`config.mk`:
```
export PLATFORM = sky130hd
export DESIGN_NAME = muldiv_sequencer
export DESIGN_NICKNAME = d
export VERILOG_FILES = /design/src/rtl/muldiv_pkg.sv /design/src/rtl/muldiv_datapath.sv /design/src/rtl/muldiv_sequencer.sv
export SDC_FILE = /design/constraint.sdc
export NUM_CORES = 1
export LEC_CHECK = 0
export ABC_AREA = 1
export CAP_MARGIN = 40
export CORE_ASPECT_RATIO = 1.2
export CORE_MARGIN = 3
export CORE_UTILIZATION = 30
export CTS_CLUSTER_DIAMETER = 200
export DETAILED_ROUTE_END_ITERATION = 6
export GPL_ROUTABILITY_DRIVEN = 0
export PLACE_DENSITY = 0.46
export SLEW_MARGIN = 15
export SYNTH_ARGS = -nofsm -noshare
export SYNTH_HDL_FRONTEND = slang
export SYNTH_SLANG_ARGS = --single-unit
```
`constraint.sdc`:
```
create_clock -name clk -period 4.55 [get_ports clk]
set_input_delay 0.455 -clock clk [delete_from_list [all_inputs] [get_ports clk]]
set_output_delay 0.455 -clock clk [all_outputs]
set_load 0.03 [all_outputs]
```
`src/rtl/muldiv_pkg.sv`:
```
// muldiv_pkg: shared funct3 codes, FSM state encoding and default width for the RV32M unit
package muldiv_pkg;
  localparam int DEF_XLEN = 32;
  localparam logic [2:0] F3_MUL    = 3'b000;
  localparam logic [2:0] F3_MULH   = 3'b001;
  localparam logic [2:0] F3_MULHSU = 3'b010;
  localparam logic [2:0] F3_MULHU  = 3'b011;
  localparam logic [2:0] F3_DIV    = 3'b100;
  localparam logic [2:0] F3_DIVU   = 3'b101;
  localparam logic [2:0] F3_REM    = 3'b110;
  localparam logic [2:0] F3_REMU   = 3'b111;
  typedef enum logic [1:0] {S_IDLE = 2'd0, S_CALC = 2'd1, S_FIX = 2'd2, S_DONE = 2'd3} state_t;
endpackage

```
`src/rtl/muldiv_datapath.sv`:
```
// muldiv_datapath: magnitude shift-add multiplier / restoring divider with sign fix-up
module muldiv_datapath
  import muldiv_pkg::*;
#(
  parameter int XLEN = DEF_XLEN
) (
  input  logic            clk,
  input  logic            rst,
  input  logic            i_load,
  input  logic            i_step,
  input  logic            i_fix,
  input  logic [2:0]      i_funct3,
  input  logic [XLEN-1:0] i_op_a,
  input  logic [XLEN-1:0] i_op_b,
  output logic            o_special,
  output logic [XLEN-1:0] o_result
);
  logic [2*XLEN-1:0] r_acc;
  logic [XLEN-1:0]   r_b, r_result;
  logic [2:0]        r_f3;
  logic              r_neg;
  logic              w_sa, w_sb, w_div0, w_ovf, w_neg_ld, w_ge;
  logic [XLEN-1:0]   w_ma, w_mb, w_spec_val, w_dsel, w_fix;
  logic [XLEN:0]     w_add, w_rsh, w_diff;
  logic [2*XLEN-1:0] w_mul_nx, w_div_nx, w_prod;
  assign w_sa = i_op_a[XLEN-1] & (i_funct3 == F3_MULH || i_funct3 == F3_MULHSU ||
                                  i_funct3 == F3_DIV || i_funct3 == F3_REM);
  assign w_sb = i_op_b[XLEN-1] & (i_funct3 == F3_MULH || i_funct3 == F3_DIV || i_funct3 == F3_REM);
  assign w_ma = w_sa ? -i_op_a : i_op_a;
  assign w_mb = w_sb ? -i_op_b : i_op_b;
  assign w_neg_ld = i_funct3[2] & i_funct3[1] ? w_sa : w_sa ^ w_sb;
  assign w_div0 = i_op_b == '0;
  assign w_ovf = (i_funct3 == F3_DIV || i_funct3 == F3_REM) &&
                 i_op_a == {1'b1, {(XLEN-1){1'b0}}} && &i_op_b;
  assign o_special = i_funct3[2] & (w_div0 | w_ovf);
  assign w_spec_val = i_funct3[1] ? (w_div0 ? i_op_a : '0) : (w_div0 ? '1 : {1'b1, {(XLEN-1){1'b0}}});
  // multiply: multiplier sits in the low half and shifts out as the product shifts in
  assign w_add = {1'b0, r_acc[2*XLEN-1:XLEN]} + (r_acc[0] ? {1'b0, r_b} : '0);
  assign w_mul_nx = {w_add, r_acc[XLEN-1:1]};
  // divide: shifted remainder needs XLEN+1 bits; bit XLEN of the difference is the borrow
  assign w_rsh = r_acc[2*XLEN-1:XLEN-1];
  assign w_diff = w_rsh - {1'b0, r_b};
  assign w_ge = ~w_diff[XLEN];
  assign w_div_nx = {w_ge ? w_diff[XLEN-1:0] : w_rsh[XLEN-1:0], r_acc[XLEN-2:0], w_ge};
  assign w_prod = r_neg ? -r_acc : r_acc;
  assign w_dsel = r_f3[1] ? r_acc[2*XLEN-1:XLEN] : r_acc[XLEN-1:0];
  assign w_fix = r_f3[2] ? (r_neg ? -w_dsel : w_dsel)
                         : (r_f3[1:0] == 2'b00 ? w_prod[XLEN-1:0] : w_prod[2*XLEN-1:XLEN]);
  assign o_result = r_result;
  always_ff @(posedge clk or posedge rst)
    if (rst) begin
      r_acc    <= '0;
      r_b      <= '0;
      r_f3     <= '0;
      r_neg    <= 1'b0;
      r_result <= '0;
    end else begin
      if (i_load) begin
        r_acc <= {{XLEN{1'b0}}, i_funct3[2] ? w_ma : w_mb};
        r_b   <= i_funct3[2] ? w_mb : w_ma;
        r_f3  <= i_funct3;
        r_neg <= w_neg_ld;
        if (o_special) r_result <= w_spec_val;
      end
      if (i_step) r_acc <= r_f3[2] ? w_div_nx : w_mul_nx;
      if (i_fix) r_result <= w_fix;
    end
endmodule

```
`src/rtl/muldiv_sequencer.sv`:
```
// muldiv_sequencer: RV32M iterative multiply/divide FSM driving muldiv_datapath,
// stalling the pipeline until a one-cycle done pulse.
module muldiv_sequencer
  import muldiv_pkg::*;
#(
  parameter int XLEN  = DEF_XLEN,
  parameter int CNT_W = $clog2(XLEN) + 1
) (
  input  logic            clk,
  input  logic            rst,
  input  logic            start,
  input  logic [2:0]      funct3,
  input  logic [XLEN-1:0] op_a,
  input  logic [XLEN-1:0] op_b,
  input  logic            flush,
  output logic            busy,
  output logic            stall,
  output logic            done,
  output logic [XLEN-1:0] result
);
  state_t           r_state;
  logic [CNT_W-1:0] r_cnt;
  logic             r_done;
  logic             w_load, w_step, w_fix, w_special;
  assign w_load = r_state == S_IDLE && start && !flush;
  assign w_step = r_state == S_CALC && !flush;
  assign w_fix  = r_state == S_FIX && !flush;
  assign stall  = w_load || r_state == S_CALC || r_state == S_FIX;
  assign busy   = r_state != S_IDLE;
  assign done   = r_done;
  muldiv_datapath #(.XLEN(XLEN)) u_dp (
    .clk       (clk),
    .rst       (rst),
    .i_load    (w_load),
    .i_step    (w_step),
    .i_fix     (w_fix),
    .i_funct3  (funct3),
    .i_op_a    (op_a),
    .i_op_b    (op_b),
    .o_special (w_special),
    .o_result  (result)
  );
  always_ff @(posedge clk or posedge rst)
    if (rst) begin
      r_state <= S_IDLE;
      r_cnt   <= '0;
      r_done  <= 1'b0;
    end else begin
      r_done <= 1'b0;
      unique case (r_state)
        S_IDLE: if (w_load) begin
          r_state <= w_special ? S_DONE : S_CALC;
          r_cnt   <= w_special ? '0 : CNT_W'(XLEN);
          r_done  <= w_special;
        end
        S_CALC: begin
          r_cnt   <= flush ? '0 : r_cnt - 1'b1;
          r_state <= flush ? S_IDLE : (r_cnt == CNT_W'(1) ? S_FIX : S_CALC);
        end
        S_FIX: begin
          r_state <= flush ? S_IDLE : S_DONE;
          r_done  <= !flush;
        end
        S_DONE: r_state <= S_IDLE;
      endcase
    end
endmodule

```
After elaboration in Yosys (flattened, before gate mapping). Index checks and enable logic that the tools add are counted.

Bits in registers: 141. Bits of input ports: 71. Logic and storage cells: 91.

Multiplexer cells: 33. Bitwise gates (word level): 7. Equality and inequality tests: 10. Reductions and logical operators: 26. Add/sub/neg operators: 7.

Operators with widths (count): 2-to-1 mux 32 bit (15); 2-to-1 mux 64 bit (4); negator 32 bit (3); negator 64 bit (1); adder 32 x 33 -> 33 bit (1); subtractor 33 x 32 -> 33 bit (1); equality test 32 bit, second input constant (1); logical NOT 32 bit (1); AND reduction 32 bit (1); 2-to-1 mux 31 bit (1); 2-to-1 mux 6 bit (3); case mux 6 bit (2 select lines) (1); 2-to-1 mux 2 bit (5); nonzero test 2 bit (5); logical OR 1 bit (8); case mux 2 bit (4 select lines) (1); equality test 3 bit, second input constant (2); equality test 6 x 1 -> 1 bit, second input constant (1); logical AND 1 bit (6); subtractor 6 x 1 -> 6 bit, second input constant (1); bitwise AND 1 bit (4); equality test 2 bit, second input constant (2); logical NOT 2 bit (2); AND reduction 2 bit (2); other kinds (10) (11).

Depth between registers and ports, before layout.
Depth after elaboration: 9. Depth in mapped cells: 20. Gate-level depth less buffers: 20.

Hierarchy. Synthesis repeated with hierarchy kept, for this count alone.

Cells, all modules: 3415. Area total of the unflattened synthesis: 19089.6 sq um.

By module, submodules not included: muldiv_datapath (instances 1, area each 18555.3 sq um, cells each 3353); muldiv_sequencer (instances 1, area each 534.3 sq um, cells each 62).

Worst setup path before layout. Ideal clock, no wire load.

Path type: flip-flop to flip-flop. From: reg u_dp.r_acc[0]. To: reg u_dp.r_acc[41]. Stages on the path, launching flop included: 18. Period minus slack after synthesis: 2.637 ns. Data arrival time: 2.571 ns. Path slack: 1.913 ns. Cells stage by stage: dfrtp_1 > buf_2 > buf_1 > nand2_1 > inv_1 > ha_1 > inv_1 > fa_1 > o21ai_0 > nand2_1 > nand2_1 > nand2_1 > nand2_1 > inv_1 > or2_2 > nand3_1 > nand3_1 > nand2_1.

Word-level cells in the longest chain between the ends: 4.

Ends and longest elaborated chain: from (decl) (line muldiv_datapath.sv:18) `logic [2*XLEN-1:0] r_acc;`; from (signal assigned) (line muldiv_datapath.sv:59) `r_acc <= {{XLEN{1'b0}}, i_funct3[2] ? w_ma : w_mb};`; from (signal assigned) (line muldiv_datapath.sv:65) `if (i_step) r_acc <= r_f3[2] ? w_div_nx : w_mul_nx;`; 2-to-1 mux 32 bit (line muldiv_datapath.sv:38) `assign w_add = {1'b0, r_acc[2*XLEN-1:XLEN]} + (r_acc[0] ? {1'b0, r_b} : '0);`; adder 32 x 33 -> 33 bit (line muldiv_datapath.sv:38); 2-to-1 mux 64 bit (2 in a row) (line muldiv_datapath.sv:65).

No other way between the ends. A chain may end at the register's enable or synchronous reset.

Final worst setup path.
From: reg u_dp.r_acc[0]. To: reg u_dp.r_acc[55].

Same word-level chain as after synthesis.

==> metrics.md <==
| Metric | Value |
|---|---|
| Tmin final | 3.26 ns |
| Max cap viols | 0 |
| N_diodes | 0 |
| CTS root buffer | clkbuf_16 |
| Vias per cell | 5.43 |
| Status | complete, no violations |
| Synth async-reset ratio | 1.00 |
| Die Footprint | 63700 um2 |
| Worst slew pin tran | 0.906 ns |
| TritonCTS buffer count | 17 |
| Grt ovf | 0 |
| RSZ-0062 raised after global routing | no |
| Area contributors post-synth | nand2_1 21%, dfrtp_1 19%, nand3_1 8.6%, inv_1 8.4%, nor2_1 7.0% |
| WP data arrival | 3.66 ns |
| Post-CTS setup buffers | 0 |
| Worst setup EP type | register |
| Final #Nets | 3393 |
| Area grow syn2layout | 13.4% |
| Clk sink count | 141 |
| Cts hold-fix bufs | 0 |
| Final hold viol count | 0 |
| Fin Clk Skew | 0.0212 ns |
| Number of H-tree levels | 4 |
| Die Y | 276 um |
| Post-synthesis cell count | 3201 |
| Setup TNS Final | 0 ns |
| First-pass GRT wire length | 135 mm |
| WL final | 92.2 mm |
| Register bit total from synthesis | 141 |
| Top Ports | 106 |
| CTS tree | built |
| Slew HR | 0.390 |
| Layout fillers | 6859 |
| Layout cells sized above 1 | 0.0582 |
| Post-synth EDFFs | 0 |
| Mapped cell area | 18200 um2 |
| Design area | 20700 um2 |
| CTS clk-pin slew, worst paths | 0.07 ns |
| Wirelength per Cell | 22.7 um |
| Pin count of the biggest net entering global routing | 77 |
| Placed cell area | 20100 um2 |
| Initial antenna violation count | 0 |
| Total GRT Usage | 0.285 |
| Vias | 22041 |
| Initial Util | 0.305 |
| Worst-skew pair later-pin latency | 0.49 ns |
| Clock Path Buffers | 2 |
| DRC | 0 |
| Detail Route Antenna Nets | 0 |
| Net Count, Synth | 3345 |
| Peak VDD IR | 332 uV |
| Worst path required time | 4.96 ns |
| Dominant synthesized flop cell | dfrtp_1 |
| Post-DP HPWL | 75.3 mm |
| Vias in the first global route | 21138 |
| Post-CTS sizing | 0 |
| Setup crit start kind | register |
| Max Slew Vio Count | 0 |
| Pre-antenna DRT Iters | 6 |
| Synth unique cells | 53 |
| Post-synthesis sequential area ratio | 0.194 |
| Endpoints failing setup | 0 |
| # rows | 98 |
| Leakage Power | 10.2 nW |
| PD cells | 778 nW/um2 |
| Port bufs | 105 |
| Mapped Avg Cell Area | 5.69 um2 |
| Core area | 59800 um2 |
| Area share of the largest cell type after synthesis | 0.209 |
| Yosys top cell by area | nand2_1 |
| Initial DRC Count | 2198 |
| Crit share post-route | 0.716 |
| Hold Path Class | primary input to async pin |
| Crit-path max FO | 32 |
| Achievable frequency | 307 MHz |
| Die W | 231 um |
| Syn. warnings | 0 |
| Crit Path Class | register to register |
## worst paths after layout
check / to / slack (ns) / cells past startpoint / startpoint
setup reg to reg: u_dp.r_acc[55] / 1.29 / 17 / u_dp.r_acc[0]
hold reg to reg: u_dp.o_result[4] / 0.51 / 2 / u_dp.o_result[4]
hold / removal: r_cnt[0] / 0.38 / 2 / rst
max in group asynchronous: u_dp.r_acc[55] / 3.15 / 4 / rst
setup / recovery: u_dp.r_acc[55] / 1.29 / 17 / u_dp.r_acc[0]
min in group clk: u_dp.o_result[4] / 0.51 / 2 / u_dp.o_result[4]
## state kept, by name, summed over array words and instances (netlist names)
signal         flops
u_dp.r_neg         1
r_cnt              6
u_dp.o_result     32
r_state            2
done               1
u_dp.r_f3          3
u_dp.r_acc        64
u_dp.r_b          32
## logic make-up after synthesis
family	after synthesis	share of synthesized area
compound gates	512	0.162
xor+xnor	74	0.0356
fa+ha+maj	73	0.0509
buf+inv	542	0.121
flops	141	0.194
simple gates	1859	0.437
## power by group
part | leakage, nW | internal, mW | total (mW) | switching, mW
sequential | 1.79 | 1.78 | 2.89 | 1.11
clock | 0.264 | 0.785 | 1.43 | 0.642
combinational | 8.12 | 3.56 | 11.8 | 8.22
## synth_stat cells (5+ instances only)
cell type and n:
inv_2 23, a31oi_1 7, nand3_2 6, nor2_2 22, nand2_2 19, buf_2 24
nand4_1 50, nand3b_1 21, ha_1 71, buf_4 5, o21ai_1 49, a21oi_1 193
xnor2_1 14, buf_6 16, inv_1 409, o21ai_0 130, nor2_1 339, nor3_1 34
o22ai_1 17, o221ai_1 9, xor2_1 60, clkbuf_1 51, nor4_1 6, buf_1 11
nand2_1 1014, nand3_1 314, o2111ai_1 13, or2_2 9, dfrtp_1 141, o21bai_1 11
o211ai_1 42, o21ai_2 19, a22oi_1 7
## layer usage
metal / track usage / up-vias / share of wire
met5: 0 / - / 0
met4: 0.178 / 0 / 0.072
met3: 0.0346 / 241 / 0.055
met1: 0.333 / 10402 / 0.39
li1: - / 10470 / -
met2: 0.496 / 928 / 0.48
## stage by stage
step	setup slack, ns	hold slack, ns	utilization	power [mW]	instances
2_1_floorplan	0.314	0.480	-	10.3	3201
3_3_place_gp	1.09	0.489	0.334	14.4	4025
3_5_place_dp	1.18	0.481	0.336	14.4	4030
4_1_cts	1.28	0.398	0.345	15.9	4062
5_1_grt	0.994	0.424	0.345	17.3	4062
6_report	1.29	0.383	0.345	16.1	4062
## cells in the final DEF (no fill, tap or decap), drive strengths merged
master	Yosys	layout
o22ai	17	17
a22oi	7	7
xnor2	14	14
clkinv	2	4
a21oi	197	197
xor2	60	60
nor3	38	38
clkinvlp	0	5
nand4	50	50
o21a	3	3
clkbuf	51	21
bufinv	0	1
o2111ai	13	13
a31oi	7	7
a21o	4	4
a21boi	3	3
fa	2	2
o21bai	11	11
nor4	8	8
o211ai	42	42
dfrtp	141	141
inv	433	436
o221ai	9	9
nand3b	21	21
and3	3	3
nor2	363	363
nand2	1038	1038
or2	16	16
o21ai	199	199
buf	56	31
clkdlybuf4s50	0	105
nand3	322	322
ha	71	71
## area by class of cell
type                            count  area (um2)  area share
Multi-Input combinational cell   2518       12500       0.606
Sequential cell                   141        3530       0.171
Inverter                          435        1640      0.0794
Timing Repair Buffer              136        1390      0.0675
Tap cell                          800        1000      0.0484
Clock buffer                       21         460      0.0223
Clock inverter                     11         110     0.00533
## critical path: stages, from the launching register on
cell	delay (ns)
dfrtp_1	0.43
buf_4	0.38
nand2_1	0.09
inv_1	0.07
ha_1	0.17
inv_1	0.06
fa_1	0.40
o21ai_0	0.57
nand2_1	0.11
nand2_1	0.21
nand4_1	0.18
nand3_1	0.15
nand2_1	0.06
nand3_1	0.08
nand2_1	0.06
inv_1	0.08
nand2_1	0.05
nand2_1	0.05
(Power assumes the default switching activity.)
